==> config.mk <==
export PLATFORM = sky130hd
export DESIGN_NAME = pipe_hazard_ctrl_flat
export DESIGN_NICKNAME = d
export VERILOG_FILES = /design/src/rtl/pipe_hazard_ctrl_if.sv /design/src/rtl/pipe_hazard_ctrl.sv /design/src/flat_wrapper.sv
export SDC_FILE = /design/constraint.sdc
export NUM_CORES = 1
export LEC_CHECK = 0
export ABC_AREA = 1
export CAP_MARGIN = 20
export CORE_MARGIN = 5
export CORE_UTILIZATION = 57
export DETAILED_ROUTE_END_ITERATION = 10
export MAX_ROUTING_LAYER = met4
export PLACE_DENSITY = 0.86
export SKIP_LAST_GASP = 1
export SLEW_MARGIN = 15
export SYNTH_ARGS = -nofsm -noshare
export SYNTH_HDL_FRONTEND = slang
export SYNTH_SLANG_ARGS = --single-unit
==> constraint.sdc <==
create_clock -name clk -period 4.25 [get_ports clk]
set_input_delay 1.0625 -clock clk [delete_from_list [all_inputs] [get_ports clk]]
set_output_delay 1.0625 -clock clk [all_outputs]
set_load 0.02 [all_outputs]
==> src/rtl/pipe_hazard_ctrl_if.sv <==
// ID/EX hazard-control bundle: ID and EX register indices in, pipeline enables,
// forwarding selects and performance counters out.
interface pipe_hazard_ctrl_if #(
  parameter int RA_W  = 5,
  parameter int DEPTH = 3,
  parameter int CNT_W = 32
);
  localparam int FWD_W = $clog2(DEPTH + 1);

  logic             id_valid;
  logic [RA_W-1:0]  id_rs1;
  logic [RA_W-1:0]  id_rs2;
  logic             id_use_rs1;
  logic             id_use_rs2;
  logic [RA_W-1:0]  id_rd;
  logic             id_regwrite;
  logic             id_memread;
  logic [RA_W-1:0]  ex_rs1;
  logic [RA_W-1:0]  ex_rs2;
  logic             redirect;
  logic             stall_ext;
  logic             pc_write;
  logic             ifid_write;
  logic             idex_bubble;
  logic             flush_ifid;
  logic [FWD_W-1:0] fwd_a;
  logic [FWD_W-1:0] fwd_b;
  logic [CNT_W-1:0] stall_cnt;
  logic [CNT_W-1:0] flush_cnt;

  modport master (
    output id_valid, id_rs1, id_rs2, id_use_rs1, id_use_rs2, id_rd,
           id_regwrite, id_memread, ex_rs1, ex_rs2, redirect, stall_ext,
    input  pc_write, ifid_write, idex_bubble, flush_ifid, fwd_a, fwd_b,
           stall_cnt, flush_cnt
  );

  modport slave (
    input  id_valid, id_rs1, id_rs2, id_use_rs1, id_use_rs2, id_rd,
           id_regwrite, id_memread, ex_rs1, ex_rs2, redirect, stall_ext,
    output pc_write, ifid_write, idex_bubble, flush_ifid, fwd_a, fwd_b,
           stall_cnt, flush_cnt
  );
endinterface

==> src/rtl/pipe_hazard_ctrl.sv <==
// In-order pipeline hazard unit: load-use stall, redirect flush, youngest-first
// forwarding select from a shift register of in-flight destination records.
module pipe_hazard_ctrl #(
  parameter int RA_W       = 5,
  parameter int DEPTH      = 3,
  parameter int LOAD_STAGE = 2,
  parameter int CNT_W      = 32
) (
  input  logic              clk,
  input  logic              rst,
  pipe_hazard_ctrl_if.slave hz
);
  localparam int FWD_W = $clog2(DEPTH + 1);

  typedef struct packed {
    logic            valid;
    logic [RA_W-1:0] rd;
    logic            regwrite;
    logic            memread;
  } slot_t;

  slot_t            slot_q [DEPTH+1];
  slot_t            slot_d [DEPTH+1];
  logic [CNT_W-1:0] stall_cnt_q, stall_cnt_d;
  logic [CNT_W-1:0] flush_cnt_q, flush_cnt_d;
  logic             luh;
  logic [FWD_W-1:0] fwd_a_sel, fwd_b_sel;
  logic             shift_en, stall_inc, flush_inc;
  slot_t            new_slot;

  function automatic logic slot_match(input slot_t s, input logic [RA_W-1:0] r);
    return s.valid && s.regwrite && (s.rd == r) && (r != '0);
  endfunction

  // Only loads sitting in slots before LOAD_STAGE-1 still lack their data.
  always_comb begin
    luh = 1'b0;
    for (int j = 0; j <= DEPTH; j++) begin
      if ((j < LOAD_STAGE - 1) && slot_q[j].memread &&
          ((hz.id_use_rs1 && slot_match(slot_q[j], hz.id_rs1)) ||
           (hz.id_use_rs2 && slot_match(slot_q[j], hz.id_rs2))))
        luh = 1'b1;
    end
    luh = luh & hz.id_valid;
  end

  // Walk from the oldest slot down so the youngest match overwrites.
  always_comb begin
    fwd_a_sel = '0;
    fwd_b_sel = '0;
    for (int k = DEPTH; k >= 1; k--) begin
      if (slot_match(slot_q[k], hz.ex_rs1)) fwd_a_sel = FWD_W'(k);
      if (slot_match(slot_q[k], hz.ex_rs2)) fwd_b_sel = FWD_W'(k);
    end
  end

  always_comb begin
    hz.pc_write    = 1'b1;
    hz.ifid_write  = 1'b1;
    hz.idex_bubble = 1'b0;
    hz.flush_ifid  = 1'b0;
    shift_en       = 1'b1;
    stall_inc      = 1'b0;
    flush_inc      = 1'b0;
    new_slot       = '{valid: hz.id_valid, rd: hz.id_rd,
                       regwrite: hz.id_regwrite, memread: hz.id_memread};
    if (hz.stall_ext) begin
      hz.pc_write   = 1'b0;
      hz.ifid_write = 1'b0;
      shift_en      = 1'b0;
    end else if (hz.redirect) begin
      hz.flush_ifid  = 1'b1;
      hz.idex_bubble = 1'b1;
      new_slot       = '0;
      flush_inc      = 1'b1;
    end else if (luh) begin
      hz.pc_write    = 1'b0;
      hz.ifid_write  = 1'b0;
      hz.idex_bubble = 1'b1;
      new_slot       = '0;
      stall_inc      = 1'b1;
    end
  end

  always_comb begin
    for (int k = 0; k <= DEPTH; k++) slot_d[k] = slot_q[k];
    if (shift_en) begin
      slot_d[0] = new_slot;
      for (int k = 1; k <= DEPTH; k++) slot_d[k] = slot_q[k-1];
    end
    stall_cnt_d = (stall_inc && (stall_cnt_q != '1)) ? stall_cnt_q + CNT_W'(1) : stall_cnt_q;
    flush_cnt_d = (flush_inc && (flush_cnt_q != '1)) ? flush_cnt_q + CNT_W'(1) : flush_cnt_q;
  end

  always_ff @(posedge clk) begin
    if (rst) begin
      for (int k = 0; k <= DEPTH; k++) slot_q[k] <= '0;
      stall_cnt_q <= '0;
      flush_cnt_q <= '0;
    end else begin
      for (int k = 0; k <= DEPTH; k++) slot_q[k] <= slot_d[k];
      stall_cnt_q <= stall_cnt_d;
      flush_cnt_q <= flush_cnt_d;
    end
  end

  assign hz.fwd_a     = fwd_a_sel;
  assign hz.fwd_b     = fwd_b_sel;
  assign hz.stall_cnt = stall_cnt_q;
  assign hz.flush_cnt = flush_cnt_q;
endmodule
==> src/flat_wrapper.sv <==
// flat-port wrapper written by rule: the top's interface ports become plain ports
module pipe_hazard_ctrl_flat 
#(
  parameter int RA_W       = 5,
  parameter int DEPTH      = 3,
  parameter int LOAD_STAGE = 2,
  parameter int CNT_W      = 32
)
  (clk, rst, hz_id_valid, hz_id_rs1, hz_id_rs2, hz_id_use_rs1, hz_id_use_rs2, hz_id_rd, hz_id_regwrite, hz_id_memread, hz_ex_rs1, hz_ex_rs2, hz_redirect, hz_stall_ext, hz_pc_write, hz_ifid_write, hz_idex_bubble, hz_flush_ifid, hz_fwd_a, hz_fwd_b, hz_stall_cnt, hz_flush_cnt);
  pipe_hazard_ctrl_if #(.RA_W(RA_W), .DEPTH(DEPTH), .CNT_W(CNT_W)) hz_i ();
  input  logic clk;
  input  logic rst;
  input wire logic [$bits(hz_i.id_valid)-1:0] hz_id_valid;
  input wire logic [$bits(hz_i.id_rs1)-1:0] hz_id_rs1;
  input wire logic [$bits(hz_i.id_rs2)-1:0] hz_id_rs2;
  input wire logic [$bits(hz_i.id_use_rs1)-1:0] hz_id_use_rs1;
  input wire logic [$bits(hz_i.id_use_rs2)-1:0] hz_id_use_rs2;
  input wire logic [$bits(hz_i.id_rd)-1:0] hz_id_rd;
  input wire logic [$bits(hz_i.id_regwrite)-1:0] hz_id_regwrite;
  input wire logic [$bits(hz_i.id_memread)-1:0] hz_id_memread;
  input wire logic [$bits(hz_i.ex_rs1)-1:0] hz_ex_rs1;
  input wire logic [$bits(hz_i.ex_rs2)-1:0] hz_ex_rs2;
  input wire logic [$bits(hz_i.redirect)-1:0] hz_redirect;
  input wire logic [$bits(hz_i.stall_ext)-1:0] hz_stall_ext;
  output wire logic [$bits(hz_i.pc_write)-1:0] hz_pc_write;
  output wire logic [$bits(hz_i.ifid_write)-1:0] hz_ifid_write;
  output wire logic [$bits(hz_i.idex_bubble)-1:0] hz_idex_bubble;
  output wire logic [$bits(hz_i.flush_ifid)-1:0] hz_flush_ifid;
  output wire logic [$bits(hz_i.fwd_a)-1:0] hz_fwd_a;
  output wire logic [$bits(hz_i.fwd_b)-1:0] hz_fwd_b;
  output wire logic [$bits(hz_i.stall_cnt)-1:0] hz_stall_cnt;
  output wire logic [$bits(hz_i.flush_cnt)-1:0] hz_flush_cnt;
  assign hz_i.id_valid = hz_id_valid;
  assign hz_i.id_rs1 = hz_id_rs1;
  assign hz_i.id_rs2 = hz_id_rs2;
  assign hz_i.id_use_rs1 = hz_id_use_rs1;
  assign hz_i.id_use_rs2 = hz_id_use_rs2;
  assign hz_i.id_rd = hz_id_rd;
  assign hz_i.id_regwrite = hz_id_regwrite;
  assign hz_i.id_memread = hz_id_memread;
  assign hz_i.ex_rs1 = hz_ex_rs1;
  assign hz_i.ex_rs2 = hz_ex_rs2;
  assign hz_i.redirect = hz_redirect;
  assign hz_i.stall_ext = hz_stall_ext;
  assign hz_pc_write = hz_i.pc_write;
  assign hz_ifid_write = hz_i.ifid_write;
  assign hz_idex_bubble = hz_i.idex_bubble;
  assign hz_flush_ifid = hz_i.flush_ifid;
  assign hz_fwd_a = hz_i.fwd_a;
  assign hz_fwd_b = hz_i.fwd_b;
  assign hz_stall_cnt = hz_i.stall_cnt;
  assign hz_flush_cnt = hz_i.flush_cnt;
  pipe_hazard_ctrl #(.RA_W(RA_W), .DEPTH(DEPTH), .LOAD_STAGE(LOAD_STAGE), .CNT_W(CNT_W)) u_core (.clk(clk), .rst(rst), .hz(hz_i));
endmodule
==> results_dict.tcl, run 1 <==
set metrics [dict create \
    die-area_sq_mm 0.0120 \
    synth_fp_nets 896 \
    viasPerCell 5.48 \
    yosysTopAreaCell "dfxtp_1" \
    cts_sinks 93 \
    grt_pass1_vias 5375 \
    grt_antenna_before_repair 0 \
    nets 996 \
    finalCritPeriodShare 0.974 \
    drv_cap 0 \
    rrSetupSlack_ns 2.18 \
    start_util 0.580 \
    drive_gt1_frac 0.0798 \
    outcome "finished clean" \
    r2r_end "u_core.hz.stall_cnt[17]" \
    slew_headroom 0.414 \
    place_area_sq_mm 0.00678 \
    wirelength_um 15500 \
    row_count 36 \
    hold_violations 0 \
    crit_fanout 5 \
    fp.dieW_um 110 \
    hold_slack_ns 0.493 \
    cts_buffer_depth 2 \
    critPathKind "primary input to primary output" \
    synth.distinct_cells 43 \
    p_per_area_mw_per_mm2 258 \
    ios 106 \
    fillers 838 \
    synth_edf_count 0 \
    peakVddDrop_mv 0.185 \
    end_kind "primary output" \
    tns_ns 0 \
    cp.required_ns 3.19 \
    ys.flop_type "dfxtp_1" \
    syn_area_sq_mm 0.00564 \
    io_buffers 105 \
    r2r-start "u_core.hz.stall_cnt[0]" \
    hp-class "flop to flop" \
    antenna_cells 0 \
    gr-usage-all-layers 0.270 \
    multiInputGateArea_sq_mm 0.00330 \
    min_path_cells 2 \
    core_sq_mm 0.00973 \
    clk_pin_slew_ns 0.09 \
    r2r_cells 11 \
    area_growth_pct 24.9 \
    drcViolationCount 0 \
    root_buffer "clkbuf_8" \
    final_core_util 0.725 \
    dp_hpwl_um 11500 \
    stdcell_area_sq_mm 0.00705 \
    clk_latency_ns 0.37 \
    regArea_sq_mm 0.00186 \
    yosys_warnings 0 \
    crit_path_start_kind "primary input" \
    ys_async_sr_fraction 0 \
    hold_start "u_core.slot_q[3][1]" \
    period_minus_slack_ns 4.14 \
    clock.fmax_mhz 242 \
    dr_total_vias 6012 \
    die_y_um 110 \
    grt_first_pass_wirelength_um 25500 \
    syn_area_per_cell_sq_um 6.56 \
    power.leakage_uw 0.00260 \
    cts_made_buffers 9 \
    power_uw 1820 \
    synth_cells 860 \
    gr-total-overflow 0 \
    tritoncts "built" \
    drt-initial-drc-count 469 \
    crit_arrival_ns 3.08 \
    synth-seq-area-share 0.330 \
    dr.pass1.iters 5 \
    wl_per_cell_um 14.1 \
    tightest_slew_ns 0.878 \
    synthTopCellsByArea "dfxtp_1, nand2_1, nor2_1" \
    ys_ff_latch 93 \
    synth_top_area_share 0.330 \
    slew_viol_final 0 \
    ant_nets 0 \
    htreeDepth 3 \
    final-setup-viol-count 0 \
    fin_worst_skew_ns 0.0130 \
    grt_max_degree 44 \
    gp_congestion 0.995 \
    min_to "u_core.slot_q[3][1]" \
]
-- where the power goes --
part	internal, uW	total [uW]	leakage, uW	switching (uW)
Sequential	887	906	0.000754	18.6
Combinational	72.7	164	0.00172	91.2
Clock	440	747	0.000130	307
Total	1400	1820	0.00260	417
-- through the flow --
stage,instances,setup WS (ns)
CTS,1098,0.102
global route,1098,-0.00861
finish,1098,0.109
floorplan,860,0.972
global placement,1082,0.164
detailed placement,1082,0.108
-- cells in the final DEF, fill, tap and decap left out, types with 4 or more instances in the layout --
cell             Yosys  routed
nand2_1            204     204
nor2_1             122     122
clkdlybuf4s50_1      0     103
dfxtp_1             93      93
inv_1               82      82
a21oi_1             72      72
nand3_1             42      42
nand4_1             29      29
o21ai_0             27      27
xor2_1              26      26
nor3_1              25      25
xnor2_1             17      17
clkbuf_8             0      12
inv_2               11      11
o21ai_1             11      11
nor4_1              11      10
nand2_2              9       9
nor2_2               9       9
buf_4                2       9
o22ai_1              6       6
nor2_4               6       6
nand3_2              6       6
nand3b_1             4       4
-- area by class of cell --
| type | count | share of cell area |
|---|---|---|
| inverters | 93 | 0.0495 |
| clock inverters | 3 | 0.0128 |
| clock buffers | 13 | 0.0240 |
| well taps | 133 | 0.0236 |
| repair buffers | 114 | 0.158 |
| flip-flops and latches | 93 | 0.264 |
| multi-input cells | 649 | 0.468 |
-- critical path: stages --
cell and delay [ns]:
clkdlybuf4s50_1 0.60, nor2_1 0.08, nand2_1 0.07, nor2_1 0.03, inv_1 0.08, nand3_1 0.08
nor3_1 0.27, o21a_1 0.19, clkdlybuf4s50_1 0.61
-- metal layers --
layer	GRT usage	vias to the layer above	routed length, um
met4	0.0864	0	333
met1	0.353	2749	6870
li1	-	2995	-
met5	-	-	0
met2	0.430	237	7250
met3	0.0435	31	1060
-- sequential cells by signal, indices dropped and copies added (netlist names) --
| signal | cells |
|---|---|
| u_core.hz.flush_cnt | 32 |
| u_core.hz.stall_cnt | 32 |
| u_core.slot_q | 29 |
-- synthesized netlist by cell type, types with 2 or more instances --
cell type	instances
nand2_1	204
nor2_1	122
dfxtp_1	93
inv_1	82
a21oi_1	72
nand3_1	42
nand4_1	29
o21ai_0	27
xor2_1	26
nor3_1	25
xnor2_1	17
clkbuf_1	15
inv_2	11
nor4_1	11
o21ai_1	11
nand2_2	9
nor2_2	9
nand3_2	6
nor2_4	6
o22ai_1	6
buf_6	5
nand3b_1	4
o21a_1	3
a21o_1	2
buf_2	2
buf_4	2
ha_1	2
nor4_2	2
-- how the worst max path moves through the flow --
stage                      start     endpoint  depth (start not counted)
CTS                 hz_ex_rs1[2]  hz_fwd_a[1]                          9
finish              hz_ex_rs1[2]  hz_fwd_a[1]                          9
global placement    hz_ex_rs2[2]  hz_fwd_b[1]                          7
global route        hz_ex_rs2[3]  hz_fwd_b[1]                          9
floorplan           hz_id_rs2[2]  hz_pc_write                         10
detailed placement  hz_ex_rs1[2]  hz_fwd_a[1]                          9
-- timing repair --
item                       CTS  global route
resized for setup            0             2
setup endpoints to repair    0             2
hold buffers                 0             0
setup buffers                0             0
-- logic make-up after synthesis --
| family | after synthesis | synth area share |
|---|---|---|
| AOI/OAI and AO/OA | 126 | 0.118 |
| xor gates and xnor gates | 43 | 0.0667 |
| buffers and inverters | 118 | 0.0869 |
| DFF | 93 | 0.330 |
| adders and majority gates | 2 | 0.00443 |
| and+or+nand+nor | 478 | 0.394 |
Power figures use the tool's default switching activity.
==> inputs of run 2 (changes only) <==
Settings changed: ABC_AREA 1 to unset, ABC_CLOCK_PERIOD_IN_PS set to 4250, CORE_UTILIZATION 57 to 55.
==> run 2 against run 1 <==
Hold slack better by 0.0052 ns. Sequential cell count is the same. Die area decreased by 9.9%. Total power fell by 7.9%.
==> results_dict.tcl, run 2 <==
set metrics [dict create \
    peakVddDrop_mv 0.222 \
    hold_start "u_core.slot_q[0][0]" \
    use_met3 0.0391 \
    synth_fa_ha_area_frac 0.00516 \
    ant_nets 0 \
    drt-initial-drc-count 227 \
    dr.pass1.iters 5 \
    synth_mux_area_frac 0.0665 \
    post-place-ws_ns -0.178 \
    syn_area_sq_mm 0.00485 \
    clk_latency_ns 0.35 \
    die_y_um 104 \
    yosys_warnings 0 \
    wl_per_cell_um 16.3 \
    cts_made_buffers 9 \
    regArea_sq_mm 0.00186 \
    combinationalPowerShare 0.077 \
    netSwitchingFraction 0.229 \
    cts_buffer_depth 2 \
    stdcell_area_sq_mm 0.00628 \
    power.switching_uw 382 \
    final-setup-viol-count 0 \
    ys.flop_type "dfxtp_1" \
    busiest_layer "met2" \
    tightest_slew_ns 1.07 \
    antenna_cells 0 \
    layout_commonest_cell "clkdlybuf4s50_1" \
    slew_headroom 0.281 \
    p_per_area_mw_per_mm2 266 \
    yosysTopAreaCell "dfxtp_1" \
    rsz0062_at_grt "no" \
    p_seq_frac 0.530 \
    nets 701 \
    gp_congestion 0.947 \
    synthSimpleGateAreaFrac 0.297 \
    end_kind "primary output" \
    yosysMostFrequentCell "dfxtp_1" \
    period_minus_slack_ns 4.11 \
    met2_usage 0.395 \
    clock.fmax_mhz 243 \
    row_count 34 \
    grt_pass1_vias 4550 \
    tritoncts "built" \
    dp_hpwl_um 9300 \
    hold_slack_ns 0.499 \
    outcome "finished clean" \
    clockPowerShare 0.393 \
    crit_arrival_ns 3.05 \
    critPathKind "primary input to primary output" \
    wirelength_um 12700 \
    rrSetupSlack_ns 1.75 \
    viasPerCell 5.87 \
    clk_pin_slew_ns 0.10 \
    startpoint "hz_ex_rs2[2]" \
    synth_edf_count 0 \
    synthTopCellsByArea "dfxtp_1, xnor2_1, xor2_1" \
    drcViolationCount 0 \
    synth_top_family_by_area "simple AND/OR/NAND/NOR gates" \
    finalCritPeriodShare 0.967 \
    cts_hold_buf 0 \
    grt_max_degree 56 \
    synthXorXnorAreaFrac 0.112 \
    synth-seq-area-share 0.384 \
    post_cts_buffers 0 \
    dr_total_vias 4561 \
    p_int_uw 1290 \
    io_buffers 105 \
    fin_ws_ns 0.138 \
    grt_antenna_before_repair 0 \
    fin_worst_skew_ns 0.0153 \
    hp-class "flop to flop" \
    start_util 0.559 \
    drv_cap 0 \
    hold_violations 0 \
    drive_gt1_frac 0.0912 \
    fillers 677 \
    gr-usage-all-layers 0.239 \
    synth_cells 558 \
    place_area_sq_mm 0.00604 \
    htreeDepth 3 \
    power.leakage_uw 0.00228 \
    final_cell_mix "clkdlybuf4s50_1, dfxtp_1, nor2_1, xnor2_1, xor2_1" \
    synth_top_area_share 0.384 \
    crit_fanout 3 \
    slew_viol_final 0 \
    synth_fp_nets 594 \
    synth_common_cells "dfxtp_1, nor2_1, xnor2_1, xor2_1, nand2_1" \
    synth.distinct_cells 51 \
    core_sq_mm 0.00868 \
    place_inst 762 \
    multiInputGateArea_sq_mm 0.00284 \
    die-area_sq_mm 0.0108 \
    syn_area_per_cell_sq_um 8.70 \
    grt_first_pass_wirelength_um 21700 \
    cp.required_ns 3.19 \
    gr-total-overflow 0 \
    layoutNonFillerInstCount 777 \
    area_growth_pct 29.5 \
    synth-compound-area-share 0.102 \
    cts_sinks 93 \
    fp.dieW_um 104 \
    ios 106 \
    ys_ff_latch 93 \
    ys_async_sr_fraction 0 \
    met1_usage 0.295 \
    r2r-start "u_core.slot_q[0][1]" \
    root_buffer "clkbuf_8" \
    crit_path_start_kind "primary input" \
]
==> run 2: cell families (layout without fill, tap and decap cells) <==
group,after synthesis,after routing
and+or+nand+nor,255,255
xor gates and xnor gates,62,62
AOI/OAI and AO/OA,79,79
DFF,93,93
buffers and inverters,36,147
muxes,31,31
adders and majority gates,2,2
==> run 2: final cells by class <==
cell class	count	share of cell area
repair buffers	124	0.190
well taps	108	0.0215
inverters	8	0.00478
multi-input cells	429	0.452
flip-flops and latches	93	0.296
clock inverters	5	0.0133
clock buffers	10	0.0219
==> run 2: critical path, stage by stage <==
cell             delay (ns)
clkdlybuf4s50_1        0.45
buf_4                  0.17
xor2_1                 0.14
nor4_1                 0.30
nand4_1                0.19
o21ai_0                0.11
clkdlybuf4s50_1        0.63
==> run 2: final timing paths <==
path / endpoint / cells past startpoint
max: hz_fwd_b[0] / 7
min: u_core.slot_q[0][0] / 1
max reg2reg: u_core.hz.stall_cnt[3] / 8
min reg2reg: u_core.slot_q[0][0] / 1
==> run 2: power groups by stage <==
| stage | Clock (uW) | Combinational (uW) | Sequential (uW) |
|---|---|---|---|
| after CTS | 669 | 129 | 885 |
| after global placement | 0 | 124 | 906 |
| after floorplan | 0 | 65.9 | 905 |
| after detailed placement | 0 | 128 | 906 |
| after global routing | 708 | 140 | 887 |
| final | 657 | 130 | 885 |
==> run 2: timing repair <==
item | in CTS | in global routing
cloned | 0 | 0
gates resized for setup | 3 | 6
setup endpoints to repair | 4 | 5
pin swaps | 0 | 0
==> run 2: metrics by stage <==
step,total power (uW),setup TNS [ns],utilization
after global placement,1030,-0.173,0.696
after floorplan,970,0,-
final,1670,0,0.724
after CTS,1680,0,0.722
after global routing,1730,0,0.724
after detailed placement,1030,-0.351,0.696
==> run 2: routing by layer <==
| metal | wire [um] | part of all wire |
|---|---|---|
| met3 | 532 | 0.042 |
| met2 | 6220 | 0.49 |
| met5 | 0 | 0 |
| met4 | 222 | 0.018 |
| met1 | 5680 | 0.45 |
==> inputs of run 3 (changes only) <==
Settings changed: TNS_END_PERCENT set to 1.
==> run 3 against run 2 <==
The run now ends with negative setup slack left. Sequential share of layout area up 0.077 points. Setup slack worse by 0.14 ns. Cell area down 0.26%. Fmax down 3.3%. Non-clock buffer count unchanged. Wire length up 0.40%. Total power about the same. Clock power about the same. Hold slack worse by 0.0011 ns. Clock skew down 0.0020 ns. Largest cell class unchanged. Largest power group unchanged.
==> results_dict.tcl, run 3 (same netlist as run 2, synthesis figures left out) <==
set metrics [dict create \
    met1Wirelength_um 5760 \
    p_per_area_mw_per_mm2 267 \
    drt-initial-drc-count 222 \
    final-setup-viol-count 1 \
    power.switching_uw 381 \
    dr_total_vias 4570 \
    hold_start "u_core.slot_q[0][0]" \
    gr-total-overflow 0 \
    final_cell_mix "clkdlybuf4s50_1, dfxtp_1, nor2_1, xnor2_1, xor2_1" \
    end_kind "primary output" \
    clk_latency_ns 0.35 \
    nets 701 \
    critPathKind "primary input to primary output" \
    drv_cap 0 \
    post-place-ws_ns -0.178 \
    r2r_end "u_core.hz.stall_cnt[3]" \
    power.leakage_uw 0.00224 \
    post_cts_buffers 0 \
    r2r-start "u_core.slot_q[0][1]" \
    die-area_sq_mm 0.0108 \
    top_layer "met4" \
    grt_max_degree 56 \
    period_minus_slack_ns 4.25 \
    area_growth_pct 29.2 \
    dr.pass1.iters 4 \
    fp.dieW_um 104 \
    fillers 680 \
    ant_nets 0 \
    crit_path_start_kind "primary input" \
    p_seq_frac 0.530 \
    core_sq_mm 0.00868 \
    drcViolationCount 0 \
    tightest_slew_ns 1.09 \
    wl_met2_um 6210 \
    combinationalPowerShare 0.078 \
    viasPerCell 5.88 \
    place_area_sq_mm 0.00604 \
    start_util 0.559 \
    min_to "u_core.slot_q[0][0]" \
    grt_pass1_vias 4550 \
    netSwitchingFraction 0.228 \
    gr-usage-all-layers 0.239 \
    grt_first_pass_wirelength_um 21700 \
    die_y_um 104 \
    io_buffers 105 \
    clockPowerShare 0.392 \
    finalCritPeriodShare 1.00 \
    power_uw 1670 \
    slew_viol_final 0 \
    grt_antenna_before_repair 0 \
    cts_buffer_depth 2 \
    slew_headroom 0.270 \
    violations "negative setup slack" \
    stdcell_area_sq_mm 0.00627 \
    clk_pin_slew_ns 0.09 \
    drive_gt1_frac 0.0882 \
    gp_congestion 0.947 \
    wl_per_cell_um 16.4 \
    rrSetupSlack_ns 1.75 \
    layout_commonest_cell "clkdlybuf4s50_1" \
    wirelength_um 12700 \
    final_core_util 0.722 \
    root_buffer "clkbuf_8" \
    outcome "complete, but fails checks" \
    crit_fanout 3 \
    fin_ws_ns -0.000915 \
    min_path_cells 1 \
    cp.required_ns 3.19 \
    htreeDepth 3 \
    dr_wl_met3_um 524 \
    peakVddDrop_mv 0.220 \
    p_int_uw 1290 \
    fin_worst_skew_ns 0.0133 \
    hold_violations 0 \
    hp-class "flop to flop" \
    antenna_cells 0 \
    rsz0062_at_grt "yes" \
    cts_sinks 93 \
    crit_arrival_ns 3.19 \
    ios 106 \
    dp_hpwl_um 9300 \
    cts_made_buffers 9 \
    clock.fmax_mhz 235 \
    tritoncts "built" \
    row_count 34 \
    r2r_cells 8 \
]
-- run 3: cell count changes in the layout (fill, tap and decap cells not counted), sizes merged --
cell	delta
clkdlybuf4s50	+4
dlygate4sd2	-1
dlymetal6s2s	-3
-- run 3: through the flow --
| stage | setup TNS (ns) | std cells | hold slack, ns |
|---|---|---|---|
| final | -0.000915 | 777 | 0.497 |
| after global routing | -0.395 | 777 | 0.518 |
| after CTS | -0.0579 | 777 | 0.501 |
| after detailed placement | -0.351 | 762 | 0.476 |
| after global placement | -0.173 | 762 | 0.477 |
| after floorplan | 0 | 558 | 0.443 |
-- run 3: timing repair --
item / CTS / global route
hold buffers: 0 / 0
resized for setup: 2 / 1
pin swaps: 0 / 0
endpoints found under the setup margin: 4 / 6
-- run 3: power groups by stage --
| stage | clock [uW] | sequential [uW] | combinational [uW] |
|---|---|---|---|
| final | 656 | 886 | 130 |
| after floorplan | 0 | 905 | 65.9 |
| after global routing | 708 | 887 | 140 |
| after detailed placement | 0 | 906 | 128 |
| after global placement | 0 | 906 | 124 |
| after CTS | 669 | 885 | 129 |
-- run 3: worst max-delay path, stage by stage --
cell and delay, ns:
clkdlybuf4s50_1 0.44, xor2_1 0.16, or3_1 0.39, nor4b_2 0.27
o21a_1 0.21, a21oi_1 0.09, clkdlybuf4s50_1 0.56
-- run 3: layout make-up --
class                   count  area [sq um]  area share
multi-input cells         429          2830       0.451
flip-flops and latches     93          1860       0.297
repair buffers            124          1190       0.190
clock buffers              10           138      0.0220
well taps                 108           135      0.0216
clock inverters             5          83.8      0.0134
inverters                   8          30.0     0.00479
-- run 3: how the worst max path moves through the flow --
stage	from	endpoint	slack, ns	cells past startpoint
6_report	hz_id_rs1[2]	hz_ifid_write	-0.0009	7
5_1_grt	hz_id_rs1[1]	hz_ifid_write	-0.09	7
4_1_cts	hz_ex_rs1[1]	hz_fwd_a[0]	-0.06	6
3_5_place_dp	hz_id_rs1[2]	hz_idex_bubble	-0.18	8
3_3_place_gp	hz_id_rs1[2]	hz_idex_bubble	-0.12	8
2_1_floorplan	hz_ex_rs1[1]	hz_fwd_a[0]	0.62	4
-- run 3: per-layer routing --
metal / GRT usage / up-vias
met5: - / -
met4: 0.0870 / 0
met3: 0.0391 / 18
met2: 0.395 / 128
met1: 0.295 / 2201
li1: - / 2223
==> RTL edit: new RTL, flow settings as in run 2 <==
`CNT_W` is set to 32 in 3 places; all go to 16.
--- a/src/rtl/pipe_hazard_ctrl_if.sv
+++ b/src/rtl/pipe_hazard_ctrl_if.sv
@@ -3,7 +3,7 @@
 interface pipe_hazard_ctrl_if #(
   parameter int RA_W  = 5,
   parameter int DEPTH = 3,
-  parameter int CNT_W = 32
+  parameter int CNT_W = 16
 );
   localparam int FWD_W = $clog2(DEPTH + 1);
 
--- a/src/rtl/pipe_hazard_ctrl.sv
+++ b/src/rtl/pipe_hazard_ctrl.sv
@@ -4,7 +4,7 @@
   parameter int RA_W       = 5,
   parameter int DEPTH      = 3,
   parameter int LOAD_STAGE = 2,
-  parameter int CNT_W      = 32
+  parameter int CNT_W      = 16
 ) (
   input  logic              clk,
   input  logic              rst,
--- a/src/flat_wrapper.sv
+++ b/src/flat_wrapper.sv
@@ -4,7 +4,7 @@
   parameter int RA_W       = 5,
   parameter int DEPTH      = 3,
   parameter int LOAD_STAGE = 2,
-  parameter int CNT_W      = 32
+  parameter int CNT_W      = 16
 )
   (clk, rst, hz_id_valid, hz_id_rs1, hz_id_rs2, hz_id_use_rs1, hz_id_use_rs2, hz_id_rd, hz_id_regwrite, hz_id_memread, hz_ex_rs1, hz_ex_rs2, hz_redirect, hz_stall_ext, hz_pc_write, hz_ifid_write, hz_idex_bubble, hz_flush_ifid, hz_fwd_a, hz_fwd_b, hz_stall_cnt, hz_flush_cnt);
   pipe_hazard_ctrl_if #(.RA_W(RA_W), .DEPTH(DEPTH), .CNT_W(CNT_W)) hz_i ();
Ports: changed (resized hz_flush_cnt and hz_stall_cnt); port bits go from 106 to 74. The function was not compared with the original's and may differ.
==> RTL edit against run 2 <==
Clock skew down 6.9 ps. Synthesized area down 34%. Wire length down 37%. Power down 26%. Via count down 34%. Combinational power down 4%. Setup slack better by 33 ps. Count of clock-buffer cells in the layout unchanged. Cell area down 31%. Worst hold slack worse by 24 ps. Sequential cell count down 32. Critical endpoint is now hz_ifid_write. Largest power group unchanged. Highest routed layer unchanged.
==> RTL edit: results (changes against run 2) <==
- M3 GR Usage: 5.13% (+1.2 points)
- Post-synth top flop: dfxtp_1
- R2R cell count: 7 (-1)
- CTS Root Cell: clkbuf_8
- Status: complete, no violations
- Adder-cell share of the synthesized area: 0.781% (+0.27 points)
- Slack of the worst reg-to-reg path: 1770 ps (+20 ps)
- Hold depth: 1 (unchanged)
- Setup Skew: 8.38 ps (-6.91 ps)
- Mux cell area share after synthesis: 8.59% (+1.9 points)
- Type of the worst min-delay path: reg2reg
- Count of distinct cell types in the synthesized netlist: 46 (-9.8%)
- First drt pass iteration count: 5 (unchanged)
- Crit Reg-Reg Endpoint: u_core.hz.stall_cnt[3]
- Maximum vdd drop: 0.219 mV (-1.5%)
- Top delay family on crit path: buffers and inverters
- Min-delay src: u_core.slot_q[0][0]
- CP Max Fanout: 3 (unchanged)
- Leak pwr: 0.00162 µW (-29%)
- Ranking of synthesized cells by area: dfxtp_1, xnor2_1, mux2i_1, nor2_1, xor2_1
- Routability cong.: 0.858 (-9.4%)
- Max stage delay cell, worst path: clkdlybuf4s50_1
- Rel. slew slack: 38.2% (+10 points)
- Largest net degree at the start of global routing: 51 (-8.9%)
- Met1 usage: 27.2% (-2.3 points)
- Final net count: 492 (-30%)
- First-pass GRT wire length: 13.5 mm (-38%)
- Top post-synthesis cells by count: dfxtp_1, nor2_1, xnor2_1
- H-tree levels: 3 (unchanged)
- Syn nets: 401 (-32%)
- Synth Area in Compound Gates: 14.5% (+4.3 points)
- Largest reg by FF count: u_core.slot_q
- Post-synthesis xor/xnor area fraction: 11.5% (+0.29 points)
- Worst R2R Start: u_core.slot_q[0][2]
- Seq/Total Area, Yosys: 38.1% (-0.25 points)
- Hpwl dp: 5.93 mm (-36%)
- Global Route Usage Sum: 22.9% (-0.98 points)
- Worst-path clk slew: 60 ps (-40 ps)
- Cts bufs inserted: 9 (unchanged)
- # fillers: 416 (-39%)
- Antenna violations before repair: 0 (unchanged)
- Via count: 3019 (-34%)
- Drt total wl: 8.03 mm (-37%)
- Inserted Diodes: 0 (unchanged)
- Port bufs: 73 (-30%)
- Hold Path End: u_core.slot_q[0][0]
- 1st-iter DRT viols: 169 (-26%)
- YS warnings: 0 (unchanged)
- Clk_lat worst skew: 340 ps
- Layout cells sized above 1: 10.8% (+1.7 points)
- Grt met2 use: 39.0% (-0.45 points)
- Max reg flops: 29
- Setup WS pre-CTS: -96.9 ps (+81.5 ps)
- Crit path DAT: 3020 ps (-30 ps)
- CP max stage delay: 510 ps (-120 ps)
[RTL edit: cell types whose count changed in the layout (fill, tap and decap cells not counted), moves of 16 or more]
cell / delta
clkdlybuf4s50_1: -33
dfxtp_1: -32
o21ai_0: -16
nor2_1: -23
xor2_1: -18
nand3_1: -16
[RTL edit: layout make-up]
| class | count | area, µm² | area share [%] |
|---|---|---|---|
| Multi-Input combinational cell | 273 | 1860 | 42.9 |
| Sequential cell | 61 | 1220 | 28.2 |
| Clock buffer | 10 | 138 | 3.18 |
| Timing Repair Buffer | 95 | 890 | 20.6 |
| Clock inverter | 6 | 70.1 | 1.62 |
| Inverter | 16 | 60.1 | 1.39 |
| Tap cell | 72 | 90.1 | 2.08 |
[RTL edit: how the worst max path moves through the flow]
stage,start,end,slack (ps),cells after the start
6_report,hz_id_rs1[1],hz_ifid_write,170,8
5_1_grt,hz_id_rs2[1],hz_ifid_write,40,8
4_1_cts,hz_ex_rs1[4],hz_fwd_a[1],20,8
3_5_place_dp,hz_id_rs1[1],hz_idex_bubble,-100,7
3_3_place_gp,hz_id_rs1[1],hz_idex_bubble,-40,7
2_1_floorplan,hz_ex_rs2[1],hz_fwd_b[0],620,4
[RTL edit: timing repair]
action                                  4_1_cts  5_1_grt
endpoints found under the setup margin        5        2
hold buffers                                  0        0
gates resized for setup                       5        3
buffers inserted                              0        0
[RTL edit: kinds of logic (layout without fill, tap and decap cells)]
family                   after synthesis  in the layout
AO/OA/AOI/OAI                         62             62
XOR/XNOR                              42             42
adder cells (fa/ha/maj)                2              2
buffers and inverters                 31            127
flip-flops                            61             61
multiplexers                          27             27
AND/OR/NAND/NOR                      140            140
[RTL edit: metal layers]
| layer | wire length [µm] | share of wire, % | vias to the layer above |
|---|---|---|---|
| li1 | - | - | 1498 |
| met1 | 3560 | 44 | 1419 |
| met2 | 3970 | 49 | 94 |
| met3 | 420 | 5.2 | 8 |
| met4 | 77 | 0.96 | 0 |
| met5 | 0 | 0 | - |
[RTL edit: report_power, final]
group	leakage, µW	switching, µW	internal, µW
combinational	0.00102	56.8	68.3
sequential	0.000493	8.54	578
clock	0.000107	239	291
[RTL edit: through the flow]
step / power [µW] / utilization, % / cells / hold slack [ps] / cell area (µm²)
3_5_place_dp: 724 / 73.8 / 517 / 469 / 4120
6_report: 1240 / 77.6 / 533 / 474 / 4320
4_1_cts: 1250 / 77.5 / 533 / 477 / 4320
5_1_grt: 1290 / 77.6 / 533 / 508 / 4320
2_1_floorplan: 658 / - / 365 / 443 / 3200
3_3_place_gp: 722 / 73.8 / 517 / 461 / 4120
